**src/rtl/alu_exec_ctrl.sv**
```systemverilog
// -----------------------------------------------------------------------------
// alu_exec_ctrl
// Execute-stage sequencer for the 8-bit ALU_J datapath of the Jac1-8 core.
// Takes one ALU command per valid/ready handshake and reads both operands from
// an internal register file. It drives the registered ALU_J inputs, captures
// the result and status, and writes the result back.
//
// Optional feature macro: ALU_CMP_EN
//   When defined, opcode 0x0A (CMP) is legal. It runs as SUB on the ALU,
//   updates the flags, and skips the register write. When not defined, 0x0A
//   is handled like any other illegal opcode.
//
// Ports
//   clk, rst        clock (rising edge), asynchronous active-high reset
//   cmd_valid/ready command handshake
//   cmd_opcode      ALU opcode (5b)
//   cmd_dst         destination register index
//   cmd_src1        operand-1 register index
//   cmd_src2        operand-2 register index
//   cmd_param       shift amount / immediate
//   ld_en/addr/data external register-file write port (WB has priority)
//   alu_opcode      registered opcode output to ALU_J
//   alu_op1         registered operand-1 output to ALU_J
//   alu_op2         registered operand-2 output to ALU_J
//   alu_param       registered param output to ALU_J
//   alu_result      combinational result returned from ALU_J
//   alu_status      combinational status returned from ALU_J
//   flags           last captured status
//                   {smaller, greater, equal, zero, underflow, carry}
//   done            one-cycle pulse when a command retires
//   err             one-cycle pulse with done for an illegal opcode
//   dbg_addr/data   combinational register-file read port
//
// FSM states
//   state  | meaning
//   IDLE   | cmd_ready high, waiting for cmd_valid
//   READ   | operands fetched, ALU inputs registered
//   EXEC   | ALU evaluates; result and status captured at the edge
//   WB     | result written back, done (and err) pulse
// -----------------------------------------------------------------------------
module alu_exec_ctrl #(
  parameter int DataWidth     = 8,
  parameter int NumOpCodeBits = 5,
  parameter int ParamBits     = 8,
  parameter int NumStatusBits = 6,
  parameter int NumRegs       = 8,
  parameter int RegAddrBits   = 3
) (
  input  logic                     clk,
  input  logic                     rst,
  input  logic                     cmd_valid,
  output logic                     cmd_ready,
  input  logic [NumOpCodeBits-1:0] cmd_opcode,
  input  logic [RegAddrBits-1:0]   cmd_dst,
  input  logic [RegAddrBits-1:0]   cmd_src1,
  input  logic [RegAddrBits-1:0]   cmd_src2,
  input  logic [ParamBits-1:0]     cmd_param,
  input  logic                     ld_en,
  input  logic [RegAddrBits-1:0]   ld_addr,
  input  logic [DataWidth-1:0]     ld_data,
  output logic [NumOpCodeBits-1:0] alu_opcode,
  output logic [DataWidth-1:0]     alu_op1,
  output logic [DataWidth-1:0]     alu_op2,
  output logic [ParamBits-1:0]     alu_param,
  input  logic [DataWidth-1:0]     alu_result,
  input  logic [NumStatusBits-1:0] alu_status,
  output logic [NumStatusBits-1:0] flags,
  output logic                     done,
  output logic                     err,
  input  logic [RegAddrBits-1:0]   dbg_addr,
  output logic [DataWidth-1:0]     dbg_data
);

  localparam logic [NumOpCodeBits-1:0] OpLastLegal = NumOpCodeBits'(9);
  localparam logic [NumOpCodeBits-1:0] OpCmp       = NumOpCodeBits'(10);
  localparam logic [NumOpCodeBits-1:0] OpSub       = NumOpCodeBits'(2);

  typedef enum logic [1:0] {
    S_IDLE,
    S_READ,
    S_EXEC,
    S_WB
  } state_t;

  state_t                     r_state;
  logic [DataWidth-1:0]       r_regs [NumRegs];
  logic [NumOpCodeBits-1:0]   r_opcode;
  logic [RegAddrBits-1:0]     r_dst;
  logic [RegAddrBits-1:0]     r_src1;
  logic [RegAddrBits-1:0]     r_src2;
  logic [ParamBits-1:0]       r_param;
  logic [DataWidth-1:0]       r_res;
  logic                       r_illegal;
  logic                       r_is_cmp;

  logic                       w_is_cmp;
  logic                       w_legal;
  logic                       w_wb_we;

`ifdef ALU_CMP_EN
  assign w_is_cmp = (cmd_opcode == OpCmp);
`else
  assign w_is_cmp = 1'b0;
`endif

  assign w_legal = (cmd_opcode <= OpLastLegal) || w_is_cmp;

  // Held low while reset is asserted so nothing is accepted mid-reset.
  assign cmd_ready = (r_state == S_IDLE) && !rst;

  assign dbg_data = r_regs[dbg_addr];

  // Write-back is skipped for illegal opcodes and for CMP (flags-only).
  assign w_wb_we = (r_state == S_WB) && !r_illegal && !r_is_cmp;

  always_ff @(posedge clk or posedge rst) begin
    if (rst) begin
      r_state    <= S_IDLE;
      r_opcode   <= '0;
      r_dst      <= '0;
      r_src1     <= '0;
      r_src2     <= '0;
      r_param    <= '0;
      r_res      <= '0;
      r_illegal  <= 1'b0;
      r_is_cmp   <= 1'b0;
      alu_opcode <= '0;
      alu_op1    <= '0;
      alu_op2    <= '0;
      alu_param  <= '0;
      flags      <= '0;
      done       <= 1'b0;
      err        <= 1'b0;
    end else begin
      done <= 1'b0;
      err  <= 1'b0;
      case (r_state)
        S_IDLE: begin
          if (cmd_valid) begin
            r_opcode  <= cmd_opcode;
            r_dst     <= cmd_dst;
            r_src1    <= cmd_src1;
            r_src2    <= cmd_src2;
            r_param   <= cmd_param;
            r_illegal <= !w_legal;
            r_is_cmp  <= w_is_cmp;
            r_state   <= S_READ;
          end
        end
        S_READ: begin
          // Operands come from the pre-edge register file, so a load landing
          // on this same edge is not visible here.
          alu_op1    <= r_regs[r_src1];
          alu_op2    <= r_regs[r_src2];
          alu_opcode <= r_is_cmp ? OpSub : r_opcode;
          alu_param  <= r_param;
          r_state    <= S_EXEC;
        end
        S_EXEC: begin
          r_res <= alu_result;
          if (!r_illegal) begin
            flags <= alu_status;
          end
          // done/err are registered here so they are high throughout WB.
          done    <= 1'b1;
          err     <= r_illegal;
          r_state <= S_WB;
        end
        S_WB: begin
          r_state <= S_IDLE;
        end
        default: begin
          r_state <= S_IDLE;
        end
      endcase
    end
  end

  // Register file: write-back wins over an external load to the same index.
  always_ff @(posedge clk or posedge rst) begin
    if (rst) begin
      for (int i = 0; i < NumRegs; i++) begin
        r_regs[i] <= '0;
      end
    end else begin
      for (int i = 0; i < NumRegs; i++) begin
        if (w_wb_we && (r_dst == RegAddrBits'(i))) begin
          r_regs[i] <= r_res;
        end else if (ld_en && (ld_addr == RegAddrBits'(i))) begin
          r_regs[i] <= ld_data;
        end
      end
    end
  end

endmodule

```
**config.mk**
```make
export PLATFORM = sky130hd
export DESIGN_NAME = alu_exec_ctrl
export DESIGN_NICKNAME = d
export VERILOG_FILES = /design/src/rtl/alu_exec_ctrl.sv
export SDC_FILE = /design/constraint.sdc
export NUM_CORES = 1
export LEC_CHECK = 0
export ABC_CLOCK_PERIOD_IN_PS = 10100
export BUFFER_PORTS_ARGS = -buffer_cell sky130_fd_sc_hd__buf_4
export CORE_MARGIN = 4
export CORE_UTILIZATION = 35
export DETAILED_ROUTE_END_ITERATION = 6
export GPL_TIMING_DRIVEN = 0
export HOLD_SLACK_MARGIN = 0.05
export PLACE_DENSITY = 0.56
export SYNTH_ARGS = -nofsm -noshare
export SYNTH_HDL_FRONTEND = slang
export SYNTH_SLANG_ARGS = --single-unit
```
**constraint.sdc**
```tcl
create_clock -name clk -period 10.1 [get_ports clk]
set_input_delay 2.02 -clock clk [delete_from_list [all_inputs] [get_ports clk]]
set_output_delay 2.02 -clock clk [all_outputs]
set_load 0.03 [all_outputs]
```
==> summary.md <==
| Metric | Value |
|---|---|
| Status | `completed` |
| Fin area | `0.00924 mm2` |
| CTS buffer count | `17` |
| Commonest non-fill, non-tap cells in the layout | `186 x mux2_2, 134 x dfrtp_1, 95 x buf_4` |
| IO buf count | `92` |
| Area Growth Syn to Fin | `22.1%` |
| Largest area contributor in the netlist | `dfrtp_1` |
| Mux share of post-synthesis cell area | `38.8%` |
| Critical-path top delay cell | `buf_2` |
| I/O Pins | `100` |
| Clk sinks | `134` |
| Post-Route WL | `20.7 mm` |
| Net count, final | `735` |
| Arr. time, crit path | `3620 ps` |
| Metal3 WL | `894 um` |
| Critical path startpoint | `dbg_addr[1]` |
| Clock tree buffer depth | `2` |
| Vias per cell | `5.39` |
| Post-DP HPWL | `15.6 mm` |
| Hold Fails Final Rpt | `0` |
| Synth Area in Simple Gates | `7.13%` |
| Leak pwr | `0.00409 uW` |
| EDFF count, synth | `0` |
| Worst VDD drop | `0.000113 V` |
| Post-route setup TNS | `0 ps` |
| Worst Max-Slew Pin Slew | `792 ps` |
| Top delay family on crit path | `buffers and inverters` |
| Grt ovf | `0` |
| CP endpoint kind | `output port` |
| Crit-path max cell delay | `410 ps` |
| Min-Delay Startpoint | `r_param[7]$_DFFE_PP0P_` |
| Synth area leaders | `dfrtp_1 44%, mux2_2 28%, mux2i_1 6.4%` |
| GPL Wtd Cong | `0.861` |
| Placed cell area | `0.00863 mm2` |
| Clock Skew | `8.04 ps` |
| CTS resizes | `0` |
| CP cell instances | `clkbuf_1, buf_2, mux4_2, mux2_2, buf_4` |
| DR iter-0 viols | `342` |
| Tmin final | `5640 ps` |
| Xor/xnor share of the synthesized area | `0%` |
| Worst R2R Start | `r_src1[2]$_DFFE_PP0P_` |
| Crit Path Max Fanout | `10` |
| Gate Count Post-Synth | `564` |
| HP Class | `flip-flop to flip-flop` |
| Commonest non-fill, non-tap cell in the layout | `mux2_2` |
| Synthesized area per cell | `13.4 um2` |
| Placed cell count | `932` |
| Area share of the largest cell type after synthesis | `44.3%` |
| Synth Area in Compound Gates | `5.82%` |
| Hold slack | `503 ps` |
| Seq/Total Area, Yosys | `44.3%` |
| Initial Utilization | `35.7%` |
| Slew margin rel. | `47.0%` |
| Root buffer cell | `clkbuf_16` |
| Power Density | `350 mW/mm2` |
| Unrepaired setup endpoints after global routing | `false` |
| Rows | `53` |
| Global-route wire length before repair | `32.2 mm` |
| Synth cell types | `29` |
| Largest family of logic cells by synthesized area | `multiplexers` |
| Final period utilization | `55.9%` |
| Primary FF master, synth | `dfrtp_1` |
| Syn Nets | `623` |
| Largest net degree at the start of global routing | `83` |
| Maximum operating frequency | `0.177 GHz` |
| Number of synthesized register bits | `134` |
| Antenna fix cells | `0` |
| Clock-pin slew on the worst setup and hold paths | `60 ps` |
| Number of global-route vias before repair | `5607` |
| Mapped cell area | `0.00756 mm2` |
| Hold Buf Count CTS | `0` |
| Worst Path Buf+Inv | `3` |
| Share of layout cells above drive strength 1 | `51.8%` |
| Adder-Cell Fraction of Synth Area | `0.827%` |
| CTS tree | `done` |
| Worst skew pair latency | `420 ps` |
| Critical Path Source Type | `primary input` |
| Die Y | `155 um` |
| WL/cell | `21.5 um` |
| H-tree levels | `4` |
| Die Area | `0.0240 mm2` |
| Die width | `155 um` |
| Initial DRT Pass Iterations | `5` |
| Via count | `5196` |
| Slew Limit Fails | `0` |
| Wire length on met1 | `9.44 mm` |
| Top Layer Used | `met4` |
| WP data required | `8080 ps` |
| Max-cap violation count | `0` |
| Total track usage | `17.4%` |
| Final cell count without fillers | `964` |
| Core ar. | `0.0212 mm2` |
| Finish-stage setup viols | `0` |
| Async SR Flop Fraction | `100%` |
| Setup bufs post-CTS | `0` |
| Antenna-violating nets left | `0` |
| Crit Path Class | `primary input to output port` |
| Yosys warns | `0` |
| Filler instances | `1920` |
| Drt drc | `0` |
| Initial antenna violation count | `0` |
| Routed met2 length | `10.1 mm` |
## synthesized netlist by cell type (all sizes together) (2+ instances only)
| cell | count |
|---|---|
| nand4b | 3 |
| mux4 | 16 |
| a21oi | 3 |
| dfrtp | 134 |
| nor2 | 4 |
| a22oi | 16 |
| clkbuf | 10 |
| nand3 | 18 |
| nand2 | 7 |
| buf | 28 |
| ha | 5 |
| and4bb | 3 |
| a211o | 16 |
| nand2b | 2 |
| mux2 | 186 |
| inv | 3 |
| mux2i | 48 |
| nor2b | 39 |
| a41o | 16 |
## path summary, 6_finish.rpt
kind | slack, ps | to | depth (start not counted)
worst max register to register | 8080 | alu_op1[6]$_DFFE_PP0N_ | 4
worst min-delay path | 500 | r_param[7]$_DFFE_PP0P_ | 1
worst max-delay path | 4460 | dbg_data[4] | 5
worst min register to register | 500 | r_param[7]$_DFFE_PP0P_ | 1
min in group asynchronous | 1640 | r_state[0]$_DFFE_PP0P_ | 2
max in group asynchronous | 7700 | r_regs[17]$_DFFE_PP0P_ | 3
## sequential cells by signal (all words and copies together), names as in the netlist
| name | cells |
|---|---|
| r_res | 8 |
| alu_op1 | 8 |
| r_src1 | 3 |
| r_illegal | 1 |
| alu_op2 | 8 |
| alu_param | 8 |
| r_param | 8 |
| done | 1 |
| r_dst | 3 |
| r_opcode | 5 |
| err | 1 |
| r_src2 | 3 |
| flags | 6 |
| r_state | 2 |
| alu_opcode | 5 |
| r_regs | 64 |
## metrics by stage
stage                     power [uW]  utilization [%]  worst slack [ps]
after floorplan                 2080                -              4500
after global placement          2520             40.6              3040
after detailed placement        2580             40.8              4470
after CTS                       3240             43.7              4460
after global routing            3420             43.7              4410
final                           3230             43.7              4460
## worst register-to-register path, stage by stage, from the launching register on
cell and delay (ps):
dfrtp_1 400, clkbuf_1 280, nor2_1 690, a22oi_1 250
a41o_1 290
## final cells by class
type	count	area, um2	share of cell area [%]
Clock buffer	17	425	4.61
Tap cell	275	344	3.73
Sequential cell	134	3350	36.3
Clock inverter	15	181	1.96
Timing Repair Buffer	93	718	7.78
Multi-Input combinational cell	389	3980	43.1
Inverter	3	16.3	0.176
Buffer	38	219	2.37
## cells by family after synthesis
kind of cell    after synthesis
compound gates               52
fa+ha+maj                     5
buf+inv                      41
flops                       134
mux                         250
simple gates                 82
## metal layers
metal,track usage [%],vias to the layer above
met5,0,-
met4,5.21,0
met3,4.17,23
met2,28.0,136
met1,23.4,2683
li1,-,2354
## report_power, final
part,internal (uW),switching (uW)
logic,751,753
clock network,376,266
registers,811,274
Power figures use the tool's default switching activity.
